File: config.mk
export PLATFORM = sky130hd
export DESIGN_NAME = dmi_jtag_tap_sync_flat
export DESIGN_NICKNAME = d
export VERILOG_FILES = /design/src/rtl/dmi_jtag_tap_sync_if.sv /design/src/rtl/dmi_jtag_tap_sync.sv /design/src/flat_wrapper.sv
export SDC_FILE = /design/constraint.sdc
export NUM_CORES = 1
export LEC_CHECK = 0
export CORE_UTILIZATION = 50
export CTS_CLUSTER_DIAMETER = 50
export CTS_CLUSTER_SIZE = 14
export DETAILED_ROUTE_END_ITERATION = 10
export PLACE_DENSITY = 0.78
export SLEW_MARGIN = 20
export SYNTH_ARGS = -nofsm -noshare
export SYNTH_HDL_FRONTEND = slang
export SYNTH_SLANG_ARGS = --single-unit
File: constraint.sdc
create_clock -name clk_i -period 1.9 [get_ports clk_i]
set_input_delay 0.38 -clock clk_i [delete_from_list [all_inputs] [get_ports clk_i]]
set_output_delay 0.38 -clock clk_i [all_outputs]
set_load 0.01 [all_outputs]
File: src/rtl/dmi_jtag_tap_sync_if.sv
// DMI request/response channel between the JTAG DTM (master) and the debug module (slave).
interface dmi_jtag_tap_sync_if #(
    parameter int AbitsWidth = 7
);
    logic                  req_valid;
    logic                  req_ready;
    logic [AbitsWidth-1:0] req_addr;
    logic [31:0]           req_data;
    logic [1:0]            req_op;
    logic                  resp_valid;
    logic                  resp_ready;
    logic [31:0]           resp_data;
    logic [1:0]            resp_resp;

    modport master (output req_valid, req_addr, req_data, req_op, resp_ready,
                    input  req_ready, resp_valid, resp_data, resp_resp);
    modport slave  (input  req_valid, req_addr, req_data, req_op, resp_ready,
                    output req_ready, resp_valid, resp_data, resp_resp);
endinterface

File: src/rtl/dmi_jtag_tap_sync.sv
// JTAG DTM running entirely in the clk_i domain: oversampled TAP, IDCODE/DTMCS/DMI/BYPASS DRs,
// DMI valid/ready bridge. Define JTAG_IDCODE_EN to implement the IDCODE instruction.
module dmi_jtag_tap_sync #(
    parameter logic [31:0] IdcodeValue = 32'h0000_0DB3,
    parameter int          AbitsWidth  = 7,
    parameter int          IrLength    = 5
) (
    input  logic                clk_i,
    input  logic                rst_i,
    input  logic                tck_i,
    input  logic                tms_i,
    input  logic                tdi_i,
    input  logic                trst_ni,
    output logic                tdo_o,
    output logic                tdo_oe_o,
    dmi_jtag_tap_sync_if.master dmi
);
    localparam int DrWidth = AbitsWidth + 34;
    localparam logic [IrLength-1:0] IrDtmcs = IrLength'(5'h10);
    localparam logic [IrLength-1:0] IrDmi   = IrLength'(5'h11);
`ifdef JTAG_IDCODE_EN
    localparam logic [IrLength-1:0] IrIdcode  = IrLength'(5'h01);
    localparam logic [IrLength-1:0] IrDefault = IrLength'(5'h01);
`else
    localparam logic [IrLength-1:0] IrDefault = IrLength'(5'h1F);
`endif

    typedef enum logic [3:0] {
        TAP_TLR = 4'd0, TAP_RTI = 4'd1, TAP_SEL_DR = 4'd2, TAP_CAP_DR = 4'd3,
        TAP_SH_DR = 4'd4, TAP_EX1_DR = 4'd5, TAP_PA_DR = 4'd6, TAP_EX2_DR = 4'd7,
        TAP_UPD_DR = 4'd8, TAP_SEL_IR = 4'd9, TAP_CAP_IR = 4'd10, TAP_SH_IR = 4'd11,
        TAP_EX1_IR = 4'd12, TAP_PA_IR = 4'd13, TAP_EX2_IR = 4'd14, TAP_UPD_IR = 4'd15
    } tap_state_e;
    typedef enum logic [1:0] {DR_BYPASS = 2'd0, DR_IDCODE = 2'd1, DR_DTMCS = 2'd2, DR_DMI = 2'd3} dr_sel_e;
    typedef enum logic [1:0] {DMI_IDLE = 2'd0, DMI_REQ = 2'd1, DMI_RESP = 2'd2} dmi_state_e;

    logic [3:0]            meta_r, sync_r;  // {trst_n, tdi, tms, tck}
    logic                  tck_q_r, tck_rise_s, tck_fall_s, tms_s, tdi_s, trst_n_s;
    tap_state_e            tap_r, tap_nxt_s;
    logic [IrLength-1:0]   ir_r, ir_shift_r;
    dr_sel_e               dr_sel_s;
    logic [DrWidth-1:0]    dr_shift_r, dr_cap_s, dr_shifted_s;
    logic                  tdo_r, tdo_oe_r;
    dmi_state_e            dmi_r, dmi_nxt_s;
    logic                  req_valid_r, resp_ready_r;
    logic [AbitsWidth-1:0] req_addr_r;
    logic [31:0]           req_data_r, last_data_r, last_data_nxt_s;
    logic [1:0]            req_op_r, sticky_r, sticky_nxt_s, sticky_resp_s, cap_status_s;
    logic                  cap_dr_s, sh_dr_s, upd_dr_s, cap_ir_s, sh_ir_s, upd_ir_s;
    logic                  resp_fire_s, busy_nxt_s, op_valid_s, dmi_upd_s, dmi_go_s, dmi_busy_hit_s;
    logic                  dtmcs_upd_s, hard_s, clr_s, cap_busy_s;

    // Two-flop synchronisers on the JTAG pins plus TCK history for edge detection.
    always_ff @(posedge clk_i) begin
        if (rst_i) begin
            meta_r  <= 4'b0000;
            sync_r  <= 4'b0000;
            tck_q_r <= 1'b0;
        end else begin
            meta_r  <= {trst_ni, tdi_i, tms_i, tck_i};
            sync_r  <= meta_r;
            tck_q_r <= sync_r[0];
        end
    end

    assign tck_rise_s = sync_r[0] & ~tck_q_r;
    assign tck_fall_s = ~sync_r[0] & tck_q_r;
    assign tms_s      = sync_r[1];
    assign tdi_s      = sync_r[2];
    assign trst_n_s   = sync_r[3];

    // IEEE 1149.1 TAP next-state function.
    always_comb begin
        tap_nxt_s = tap_r;
        case (tap_r)
            TAP_TLR:    tap_nxt_s = tms_s ? TAP_TLR    : TAP_RTI;
            TAP_RTI:    tap_nxt_s = tms_s ? TAP_SEL_DR : TAP_RTI;
            TAP_SEL_DR: tap_nxt_s = tms_s ? TAP_SEL_IR : TAP_CAP_DR;
            TAP_CAP_DR: tap_nxt_s = tms_s ? TAP_EX1_DR : TAP_SH_DR;
            TAP_SH_DR:  tap_nxt_s = tms_s ? TAP_EX1_DR : TAP_SH_DR;
            TAP_EX1_DR: tap_nxt_s = tms_s ? TAP_UPD_DR : TAP_PA_DR;
            TAP_PA_DR:  tap_nxt_s = tms_s ? TAP_EX2_DR : TAP_PA_DR;
            TAP_EX2_DR: tap_nxt_s = tms_s ? TAP_UPD_DR : TAP_SH_DR;
            TAP_UPD_DR: tap_nxt_s = tms_s ? TAP_SEL_DR : TAP_RTI;
            TAP_SEL_IR: tap_nxt_s = tms_s ? TAP_TLR    : TAP_CAP_IR;
            TAP_CAP_IR: tap_nxt_s = tms_s ? TAP_EX1_IR : TAP_SH_IR;
            TAP_SH_IR:  tap_nxt_s = tms_s ? TAP_EX1_IR : TAP_SH_IR;
            TAP_EX1_IR: tap_nxt_s = tms_s ? TAP_UPD_IR : TAP_PA_IR;
            TAP_PA_IR:  tap_nxt_s = tms_s ? TAP_EX2_IR : TAP_PA_IR;
            TAP_EX2_IR: tap_nxt_s = tms_s ? TAP_UPD_IR : TAP_SH_IR;
            TAP_UPD_IR: tap_nxt_s = tms_s ? TAP_SEL_DR : TAP_RTI;
            default:    tap_nxt_s = TAP_TLR;
        endcase
    end

    assign cap_dr_s = tck_rise_s && trst_n_s && (tap_r == TAP_CAP_DR);
    assign sh_dr_s  = tck_rise_s && trst_n_s && (tap_r == TAP_SH_DR);
    assign upd_dr_s = tck_fall_s && trst_n_s && (tap_r == TAP_UPD_DR);
    assign cap_ir_s = tck_rise_s && trst_n_s && (tap_r == TAP_CAP_IR);
    assign sh_ir_s  = tck_rise_s && trst_n_s && (tap_r == TAP_SH_IR);
    assign upd_ir_s = tck_fall_s && trst_n_s && (tap_r == TAP_UPD_IR);

    // Unrecognised instructions fall through to BYPASS.
    always_comb begin
        dr_sel_s = DR_BYPASS;
        case (ir_r)
`ifdef JTAG_IDCODE_EN
            IrIdcode: dr_sel_s = DR_IDCODE;
`endif
            IrDtmcs:  dr_sel_s = DR_DTMCS;
            IrDmi:    dr_sel_s = DR_DMI;
            default:  dr_sel_s = DR_BYPASS;
        endcase
    end

    // DMI bookkeeping; a response landing in the same cycle as Capture-DR is folded in first.
    assign resp_fire_s     = resp_ready_r & dmi.resp_valid;
    assign busy_nxt_s      = (dmi_r != DMI_IDLE) && !resp_fire_s;
    assign last_data_nxt_s = (resp_fire_s && req_op_r == 2'd1) ? dmi.resp_data : last_data_r;
    assign sticky_resp_s   = (resp_fire_s && dmi.resp_resp == 2'd2 && sticky_r == 2'd0) ? 2'd2 : sticky_r;
    assign cap_status_s    = busy_nxt_s ? 2'd3 : sticky_resp_s;
    assign op_valid_s      = (dr_shift_r[1:0] == 2'd1) || (dr_shift_r[1:0] == 2'd2);
    assign dmi_upd_s       = upd_dr_s && (dr_sel_s == DR_DMI);
    assign dmi_go_s        = dmi_upd_s && op_valid_s && (dmi_r == DMI_IDLE) && (sticky_r == 2'd0);
    assign dmi_busy_hit_s  = dmi_upd_s && op_valid_s && (dmi_r != DMI_IDLE);
    assign dtmcs_upd_s     = upd_dr_s && (dr_sel_s == DR_DTMCS);
    assign hard_s          = dtmcs_upd_s && dr_shift_r[17];
    assign clr_s           = dtmcs_upd_s && (dr_shift_r[16] || dr_shift_r[17]);
    assign cap_busy_s      = cap_dr_s && (dr_sel_s == DR_DMI) && busy_nxt_s;

    // Capture values and the length-dependent shift of the selected DR.
    always_comb begin
        dr_cap_s = {DrWidth{1'b0}};
        case (dr_sel_s)
            DR_IDCODE: dr_cap_s = DrWidth'(IdcodeValue);
            DR_DTMCS:  dr_cap_s = DrWidth'({17'd0, 3'd1, sticky_r, 6'(AbitsWidth), 4'd1});
            DR_DMI:    dr_cap_s = {req_addr_r, last_data_nxt_s, cap_status_s};
            default:   dr_cap_s = {DrWidth{1'b0}};
        endcase
        dr_shifted_s = {1'b0, dr_shift_r[DrWidth-1:1]};
        case (dr_sel_s)
            DR_DMI:              dr_shifted_s[DrWidth-1] = tdi_s;
            DR_IDCODE, DR_DTMCS: dr_shifted_s[31] = tdi_s;
            default:             dr_shifted_s[0] = tdi_s;
        endcase
    end

    // TAP state, instruction path, data shift register and TDO.
    always_ff @(posedge clk_i) begin
        if (rst_i || !trst_n_s) tap_r <= TAP_TLR;
        else if (tck_rise_s)    tap_r <= tap_nxt_s;
        if (rst_i || !trst_n_s || tap_r == TAP_TLR) ir_r <= IrDefault;
        else if (upd_ir_s)                          ir_r <= ir_shift_r;
        if (rst_i) begin
            ir_shift_r <= IrDefault;
            dr_shift_r <= {DrWidth{1'b0}};
            tdo_r      <= 1'b0;
            tdo_oe_r   <= 1'b0;
        end else begin
            if (cap_ir_s)     ir_shift_r <= IrDefault;
            else if (sh_ir_s) ir_shift_r <= {tdi_s, ir_shift_r[IrLength-1:1]};
            if (cap_dr_s)     dr_shift_r <= dr_cap_s;
            else if (sh_dr_s) dr_shift_r <= dr_shifted_s;
            if (tck_fall_s && tap_r == TAP_SH_IR)      tdo_r <= ir_shift_r[0];
            else if (tck_fall_s && tap_r == TAP_SH_DR) tdo_r <= dr_shift_r[0];
            tdo_oe_r <= (tap_r == TAP_SH_IR) || (tap_r == TAP_SH_DR);
        end
    end

    // DMI transaction FSM: next state and sticky status.
    always_comb begin
        dmi_nxt_s = dmi_r;
        if (hard_s) begin
            dmi_nxt_s = DMI_IDLE;
        end else begin
            case (dmi_r)
                DMI_IDLE: dmi_nxt_s = dmi_go_s ? DMI_REQ : DMI_IDLE;
                DMI_REQ:  dmi_nxt_s = dmi.req_ready ? DMI_RESP : DMI_REQ;
                DMI_RESP: dmi_nxt_s = dmi.resp_valid ? DMI_IDLE : DMI_RESP;
                default:  dmi_nxt_s = DMI_IDLE;
            endcase
        end
        sticky_nxt_s = sticky_r;
        if (clr_s)                                sticky_nxt_s = 2'd0;
        else if (cap_busy_s || dmi_busy_hit_s)    sticky_nxt_s = 2'd3;
        else                                      sticky_nxt_s = sticky_resp_s;
    end

    // DMI state register and registered request/response outputs.
    always_ff @(posedge clk_i) begin
        if (rst_i) begin
            dmi_r        <= DMI_IDLE;
            req_valid_r  <= 1'b0;
            resp_ready_r <= 1'b0;
            req_addr_r   <= {AbitsWidth{1'b0}};
            req_data_r   <= 32'h0000_0000;
            req_op_r     <= 2'd0;
            last_data_r  <= 32'h0000_0000;
            sticky_r     <= 2'd0;
        end else begin
            dmi_r        <= dmi_nxt_s;
            req_valid_r  <= (dmi_nxt_s == DMI_REQ);
            resp_ready_r <= (dmi_nxt_s == DMI_RESP);
            last_data_r  <= last_data_nxt_s;
            sticky_r     <= sticky_nxt_s;
            if (dmi_go_s) begin
                req_addr_r <= dr_shift_r[DrWidth-1 -: AbitsWidth];
                req_data_r <= dr_shift_r[33:2];
                req_op_r   <= dr_shift_r[1:0];
            end
        end
    end

    assign tdo_o          = tdo_r;
    assign tdo_oe_o       = tdo_oe_r;
    assign dmi.req_valid  = req_valid_r;
    assign dmi.req_addr   = req_addr_r;
    assign dmi.req_data   = req_data_r;
    assign dmi.req_op     = req_op_r;
    assign dmi.resp_ready = resp_ready_r;
endmodule

File: src/flat_wrapper.sv
// flat-port wrapper written by rule: the top's interface ports become plain ports
module dmi_jtag_tap_sync_flat 
#(
    parameter logic [31:0] IdcodeValue = 32'h0000_0DB3,
    parameter int          AbitsWidth  = 7,
    parameter int          IrLength    = 5
)
  (clk_i, rst_i, tck_i, tms_i, tdi_i, trst_ni, tdo_o, tdo_oe_o, dmi_req_valid, dmi_req_addr, dmi_req_data, dmi_req_op, dmi_resp_ready, dmi_req_ready, dmi_resp_valid, dmi_resp_data, dmi_resp_resp);
  dmi_jtag_tap_sync_if #(.AbitsWidth(AbitsWidth)) dmi_i ();
  input  logic clk_i;
  input  logic rst_i;
  input  logic tck_i;
  input  logic tms_i;
  input  logic tdi_i;
  input  logic trst_ni;
  output logic tdo_o;
  output logic tdo_oe_o;
  output wire logic [$bits(dmi_i.req_valid)-1:0] dmi_req_valid;
  output wire logic [$bits(dmi_i.req_addr)-1:0] dmi_req_addr;
  output wire logic [$bits(dmi_i.req_data)-1:0] dmi_req_data;
  output wire logic [$bits(dmi_i.req_op)-1:0] dmi_req_op;
  output wire logic [$bits(dmi_i.resp_ready)-1:0] dmi_resp_ready;
  input wire logic [$bits(dmi_i.req_ready)-1:0] dmi_req_ready;
  input wire logic [$bits(dmi_i.resp_valid)-1:0] dmi_resp_valid;
  input wire logic [$bits(dmi_i.resp_data)-1:0] dmi_resp_data;
  input wire logic [$bits(dmi_i.resp_resp)-1:0] dmi_resp_resp;
  assign dmi_req_valid = dmi_i.req_valid;
  assign dmi_req_addr = dmi_i.req_addr;
  assign dmi_req_data = dmi_i.req_data;
  assign dmi_req_op = dmi_i.req_op;
  assign dmi_resp_ready = dmi_i.resp_ready;
  assign dmi_i.req_ready = dmi_req_ready;
  assign dmi_i.resp_valid = dmi_resp_valid;
  assign dmi_i.resp_data = dmi_resp_data;
  assign dmi_i.resp_resp = dmi_resp_resp;
  dmi_jtag_tap_sync #(.IdcodeValue(IdcodeValue), .AbitsWidth(AbitsWidth), .IrLength(IrLength)) u_core (.clk_i(clk_i), .rst_i(rst_i), .tck_i(tck_i), .tms_i(tms_i), .tdi_i(tdi_i), .trst_ni(trst_ni), .tdo_o(tdo_o), .tdo_oe_o(tdo_oe_o), .dmi(dmi_i));
endmodule
==> key figures, run 1 <==
Setup path
  – Critical-path maximum fanout: 10
  – CP startpoint: u_core.tap_r[0]
  – Critical path cell sequence: or4b_4 > or2_4 > clkbuf_16 > o31ai_1 > a21oi_1
  – Worst setup SP type: flip-flop
  – Slowest CP cell: or4b_4
  – Critical path endpoint category: flip-flop
  – RR Startpoint: u_core.tap_r[0]
  – CP required: 2.19 ns
  – CP Depth: 5
  – R2R Path End: u_core.dmi.req_data[13]
  – Crit Path Class: flip-flop to flip-flop
  – FF-to-FF path depth: 5
  – Slowest Stage Delay on Critical Path: 0.57 ns
  – Crit path max-delay family: simple AND/OR/NAND/NOR gates
  – Reg2Reg Setup Slack: -0.05 ns
  – CP Data Arrival Time: 2.24 ns
  – Buf+Inv Stages, Crit Path: 1
  – Worst setup path end: u_core.dmi.req_data[13]

Final layout
  – Layout Utilization: 68.8%
  – ANT cells: 0
  – Synthesis-to-layout area growth: 34.1%
  – Most frequent cells in the layout: 142 x dfxtp_1, 85 x clkdlybuf4s50_1, 71 x nor2_1
  – Non-Filler Instances: 958
  – Commonest non-fill, non-tap cell in the layout: dfxtp_1
  – Layout Nets: 816
  – Share of cells above drive strength 1: 23.4%

Placement
  – Placer Congestion: 0.830
  – PortBufs: 86
  – DP HPWL: 11300 um
  – DP Cell Count: 914
  – Pre-CTS WS: -0.237 ns

Job
  – Max Cap Viol: 0

Logic synthesis
  – Post-synth top area cell: dfxtp_1
  – Main area contributors after synthesis: dfxtp_1 45%, o31ai_1 4.9%, a21oi_1 4.4%
  – YS warnings: 0
  – Ys async rst share: 0%
  – Ys flop type: dfxtp_1
  – Synth top area share: 44.8%
  – FF+latch count, synth: 145
  – Synthesized area: 6480 um^2
  – Mapped Cells: 691
  – Synth unique cells: 52
  – Sequential area share after synthesis: 44.8%
  – Post-synth EDFFs: 0
  – Post-synthesis net count: 733
  – Mean Syn Cell Area: 9.38 um^2

Die
  – Die area: 13400 um^2
  – Placeable Area: 12600 um^2
  – IO Pins: 87
  – Chip width: 116 um
  – Die Y: 116 um
  – Starting Density: 51.4%
  – Core Rows: 41

Route
  – WL final: 18600 um
  – Via density per instance: 6.15
  – # DRC: 0
  – First-pass DRT Iterations: 5
  – Wire per inst: 19.4 um
  – Post-DRT Antenna Nets: 0
  – Routed via count: 5895
  – Initial DRC count: 703

GRT
  – Initial antenna violation count: 0
  – GRT Total Usage: 26.6%
  – Largest net degree at the start of global routing: 91
  – Grt ovf: 0
  – Vias in the first global route: 5434
  – First-pass GRT wire length: 27500 um

Timing
  – Final worst path period share: 103%
  – Period minus WS final: 1.95 ns
  – Slew @ Worst Pin: 0.489 ns
  – Slew Limit Headroom: 67.2%
  – Setup WS post-layout: -0.0500 ns
  – Clock skew: 0.0108 ns
  – Max frequency: 0.513 GHz
  – Final Max Tran Viols: 0
  – Hold Vio Cnt, Final: 0
  – Hold slack: 0.422 ns
  – RSZ-0062 raised after global routing: true
  – Final setup violation count: 11

Run status
  – Status: complete, but fails checks
  – Failing checks: negative setup slack

Power and ir drop
  – Leakage: 3.10 nW
  – IR drop worst, VDD: 0.000554 V
  – PD cells: 745 nW/um^2

Clocking
  – Clk_lat worst skew: 0.43 ns
  – Hold-fix buffer count after cts: 0
  – CTS tree: done
  – Clock sinks: 145
  – Num CTS Buffers: 17
  – H-tree levels: 4
  – CTS Root Cell: clkbuf_16
  – CTS clk-pin slew, worst paths: 0.05 ns
  – Deepest clock path buffer count: 2

Worst hold path
  – HP Class: primary input to flip-flop
worst min path at each step:
stage | from | end | depth (start not counted)
after floorplan | u_core.meta_r[0] | u_core.sync_r[0] | 1
after global placement | u_core.meta_r[1] | u_core.sync_r[1] | 1
after detailed placement | u_core.meta_r[2] | u_core.sync_r[2] | 1
after CTS | rst_i | u_core.tap_r[3] | 3
after global routing | rst_i | u_core.tap_r[3] | 3
final | rst_i | u_core.tap_r[0] | 3
metal layers:
layer  global-route usage, %  wire, um  up-vias
met1                    34.9      7640     2842
met3                    5.44      1400       44
met4                    12.0       566        0
met2                    42.3      9010      286
li1                        -         -     2723
met5                       0         0        -
cell type report:
class | instances | area, um^2
fillers | 929 | 3930
multi-input cells | 471 | 3510
flip-flops and latches | 145 | 2910
repair buffers | 135 | 1480
clock buffers | 25 | 485
well taps | 172 | 215
clock inverters | 6 | 80.1
inverters | 4 | 15.0
logic make-up (layout without fill, tap and decap cells):
logic type	count (synthesis)	after routing	synth area share, %
AO/OA/AOI/OAI	179	179	21.1
XOR/XNOR	3	3	0.405
buffers and inverters	75	170	5.46
flip-flops	145	145	44.8
multiplexers	39	39	6.37
AND/OR/NAND/NOR	250	250	21.8
what timing repair did:
item / in CTS / in global routing
setup buffers: 0 / 8
gates resized for setup: 1 / 52
endpoints found under the setup margin: 1 / 67
gates cloned: 0 / 5
pin swaps: 1 / 16
report_power, final:
part	internal, mW	leakage (nW)	switching (mW)
logic	0.0992	1.65	0.0810
registers	3.05	1.17	0.00797
clock network	2.02	0.281	1.22
total	5.17	3.10	1.31
synth_stat cells, types with 2 or more instances:
master	n
dfxtp_1	145
nor2_1	71
a21oi_1	57
clkbuf_1	44
nand4_1	43
o31ai_1	42
nand2_1	29
nor2b_1	29
mux2i_1	21
nor3_2	21
nor3_1	20
a221oi_2	19
mux2_2	18
buf_2	16
o21ai_0	13
o311a_1	11
nand3_1	10
nand2b_1	9
a211oi_1	7
buf_6	7
a31oi_1	5
a221oi_1	4
buf_1	4
inv_1	4
nand3b_1	4
a311oi_1	3
o211ai_1	3
a211o_1	2
a211oi_2	2
nor4b_1	2
o21ba_2	2
o31a_1	2
or4b_4	2
xnor2_1	2
sequential cells by signal, summed over array words and instances (netlist names):
| register | count |
|---|---|
| u_core.ir_shift_r | 5 |
| u_core.ir_r | 5 |
| u_core.dr_shift_r | 41 |
| u_core.sync_r | 4 |
| u_core.tck_q_r | 1 |
| u_core.tdo_oe_o | 1 |
| u_core.dmi.req_valid | 1 |
| u_core.dmi.req_data | 32 |
| u_core.meta_r | 4 |
| u_core.tdo_o | 1 |
| u_core.dmi.req_op | 2 |
| u_core.sticky_r | 2 |
| u_core.dmi.resp_ready | 1 |
| u_core.last_data_r | 32 |
| u_core.dmi_r | 2 |
| u_core.dmi.req_addr | 7 |
| u_core.tap_r | 4 |
per-stage QoR:
step	power [mW]	instance area (um^2)	TNS [ns]
finish	6.47	8690	-0.215
global route	6.65	8690	-1.71
CTS	6.49	8220	0
detailed placement	3.30	7650	-4.82
global placement	3.30	7650	-3.02
floorplan	3.18	6480	0
tightest hold or removal path: stages:
cell and delay, ns:
buf_4 0.10, nand2b_1 0.23, a221oi_1 0.08
No activity file was read; power rests on OpenSTA's default activity.
==> run 2, diff against run 1 <==
CTS_CLUSTER_SIZE = 30   (was 14)
==> results of run 2 <==
No change in the layout: final DEF, timing and power equal those of run 1.
==> run 3, diff against run 2 <==
PLACE_DENSITY = 0.77   (was 0.78)
==> key figures, run 3 (same netlist as run 1, synthesis figures left out) <==
Route
  – WL final: 17300 um (-6.8%)
  – Routed via count: 5815 (-1.4%)
  – Via density per instance: 6.06 (-1.5%)
  – First-pass DRT Iterations: 5 (unchanged)
  – Post-DRT Antenna Nets: 0 (unchanged)
  – Initial DRC count: 512 (-27%)
  – # DRC: 0 (unchanged)
  – Wire per inst: 18.1 um (-6.9%)

Timing
  – RSZ-0062 raised after global routing: true
  – Slew @ Worst Pin: 0.540 ns (+0.0514 ns)
  – Setup WS post-layout: -0.00111 ns (+0.0489 ns)
  – Slew Limit Headroom: 63.7% (-3.6 points)
  – Max frequency: 0.526 GHz (+2.6%)
  – Period minus WS final: 1.90 ns (-0.0489 ns)
  – Setup TNS: -0.00111 ns (+0.213 ns)
  – Hold Vio Cnt, Final: 0 (unchanged)
  – Final Max Tran Viols: 0 (unchanged)
  – Clock skew: 0.0202 ns (+0.00940 ns)
  – Final setup violation count: 1 (-10)
  – Final worst path period share: 100% (-2.6 points)

Clocking
  – Clock sinks: 145 (unchanged)
  – Deepest clock path buffer count: 2 (unchanged)
  – H-tree levels: 4 (unchanged)
  – CTS clk-pin slew, worst paths: 0.06 ns (about the same)
  – CTS tree: done
  – Clk_lat worst skew: 0.42 ns (about the same)
  – CTS Root Cell: clkbuf_16
  – Num CTS Buffers: 17 (unchanged)

Setup path
  – FF-to-FF path depth: 5 (unchanged)
  – Critical path cell sequence: or4b_4 > or2_1 > buf_12 > o31ai_1 > a21oi_1
  – Slowest CP cell: or4b_4
  – CP required: 2.19 ns (about the same)
  – CP Data Arrival Time: 2.19 ns (-0.05 ns)
  – R2R Path End: u_core.dmi.req_op[0]
  – Critical-path maximum fanout: 42 (+32)
  – RR Startpoint: u_core.tap_r[0]
  – Crit Path Class: flip-flop to flip-flop
  – Critical path endpoint category: flip-flop
  – Worst setup SP type: flip-flop
  – Reg2Reg Setup Slack: -0.001 ns (+0.05 ns)
  – CP startpoint: u_core.tap_r[0]
  – Slowest Stage Delay on Critical Path: 0.54 ns (-0.03 ns)

Die
  – Placeable Area: 12600 um^2 (unchanged)
  – Die area: 13400 um^2 (unchanged)
  – Starting Density: 51.4% (unchanged)
  – Core Rows: 41 (unchanged)
  – Chip width: 116 um (unchanged)
  – Die Y: 116 um (unchanged)
  – IO Pins: 87 (unchanged)

GRT
  – GRT Total Usage: 25.8% (-0.81 points)
  – Largest net degree at the start of global routing: 79 (-13%)
  – Initial antenna violation count: 0 (unchanged)
  – Vias in the first global route: 5331 (-1.9%)
  – Grt ovf: 0 (unchanged)
  – First-pass GRT wire length: 26800 um (-2.5%)

Run status
  – Status: complete, but fails checks
  – Failing checks: negative setup slack

Placement
  – Placed Area: 7650 um^2 (unchanged)
  – Placer Congestion: 0.886 (+6.8%)
  – DP HPWL: 11200 um (-1.2%)
  – PortBufs: 86 (unchanged)
  – DP Cell Count: 919 (+0.55%)

Final layout
  – Fillers: 961 (+3.4%)
  – Commonest non-fill, non-tap cell in the layout: dfxtp_1
  – Area of the multi-input gates: 3290 um^2 (-6.2%)
  – Biggest register: u_core.dr_shift_r
  – Final Cell Area: 8420 um^2 (-3.1%)
  – Most frequent cells in the layout: 142 x dfxtp_1, 85 x clkdlybuf4s50_1, 71 x nor2_1
  – Layout Nets: 816 (unchanged)
  – Number of flip-flops in the largest register: 41 (unchanged)
  – Layout Utilization: 66.7% (-2.1 points)
  – Sequential cell area: 2910 um^2 (unchanged)
  – Non-Filler Instances: 959 (+0.10%)
  – Synthesis-to-layout area growth: 29.9%
  – Share of cells above drive strength 1: 20.8% (-2.6 points)
  – ANT cells: 0 (unchanged)

Job
  – Max Cap Viol: 0 (unchanged)

Worst hold path
  – Hold EP: u_core.tap_r[2]
  – HP Class: primary input to flip-flop
  – Min-Delay Startpoint: rst_i
  – Worst hold stages: 3 (unchanged)

Power and ir drop
  – IR drop worst, VDD: 0.000550 V (-0.83%)
  – PD cells: 789 nW/um^2 (+5.8%)
  – Leakage: 3.03 nW (-2.3%)
==> run 3: changes by cell type in the layout (fill, tap and decap cells not counted), moves of 4 or more <==
cell / change
o31ai_1: +22
buf_12: -4
o31ai_4: -10
o31ai_2: -12
==> run 3: layer usage <==
metal	vias up	part of all wire (%)	global-route usage (%)
li1	2738	-	-
met1	2783	41	31.9
met2	255	50	43.8
met3	39	6.1	4.76
met4	0	2.9	11.4
met5	-	0	0
==> run 3: worst max-delay path by stage <==
stage                             end  depth (start not counted)  slack (ns)
5_1_grt        u_core.dmi.req_data[2]                          7       -0.04
3_3_place_gp    u_core.dr_shift_r[20]                          6       -0.13
4_1_cts          u_core.dr_shift_r[2]                          5       -0.03
3_5_place_dp    u_core.dr_shift_r[16]                          6       -0.20
2_1_floorplan  u_core.dmi.req_addr[1]                          7        0.03
6_report         u_core.dmi.req_op[0]                          5      -0.001
==> run 3: what timing repair did <==
action / CTS / global route
gates cloned: 0 / 3
pin swaps: 0 / 25
hold buffers: 0 / 0
setup endpoints to repair: 21 / 70
resized for setup: 1 / 25
buffers inserted: 0 / 5
==> run 3: area by class of cell <==
| type | instances | area share, % |
|---|---|---|
| well taps | 172 | 2.56 |
| repair buffers | 135 | 16.5 |
| clock buffers | 20 | 5.30 |
| clock inverters | 12 | 1.87 |
| inverters | 4 | 0.178 |
| flip-flops and latches | 145 | 34.5 |
| multi-input cells | 471 | 39.1 |
==> run 3: report_power, final <==
part | switching (mW) | internal, mW
combinational | 0.0813 | 0.0974
clock | 1.30 | 2.10
sequential | 0.00795 | 3.05
==> run 3: critical path: cells and delay by family, from the launching register on <==
kind                   cells  cell delay, ns
buffers and inverters      1            0.19
AO/OA/AOI/OAI              2            0.45
AND/OR/NAND/NOR            2            0.80
flip-flops                 1            0.34
==> run 3: through the flow <==
| stage | total power, mW | setup WS, ns | hold WS (ns) |
|---|---|---|---|
| 6_report | 6.64 | -0.00111 | 0.387 |
| 5_1_grt | 6.81 | -0.0409 | 0.411 |
| 4_1_cts | 6.65 | -0.0286 | 0.392 |
| 3_5_place_dp | 3.30 | -0.203 | 0.431 |
| 3_3_place_gp | 3.30 | -0.131 | 0.425 |
| 2_1_floorplan | 3.18 | 0.0349 | 0.414 |
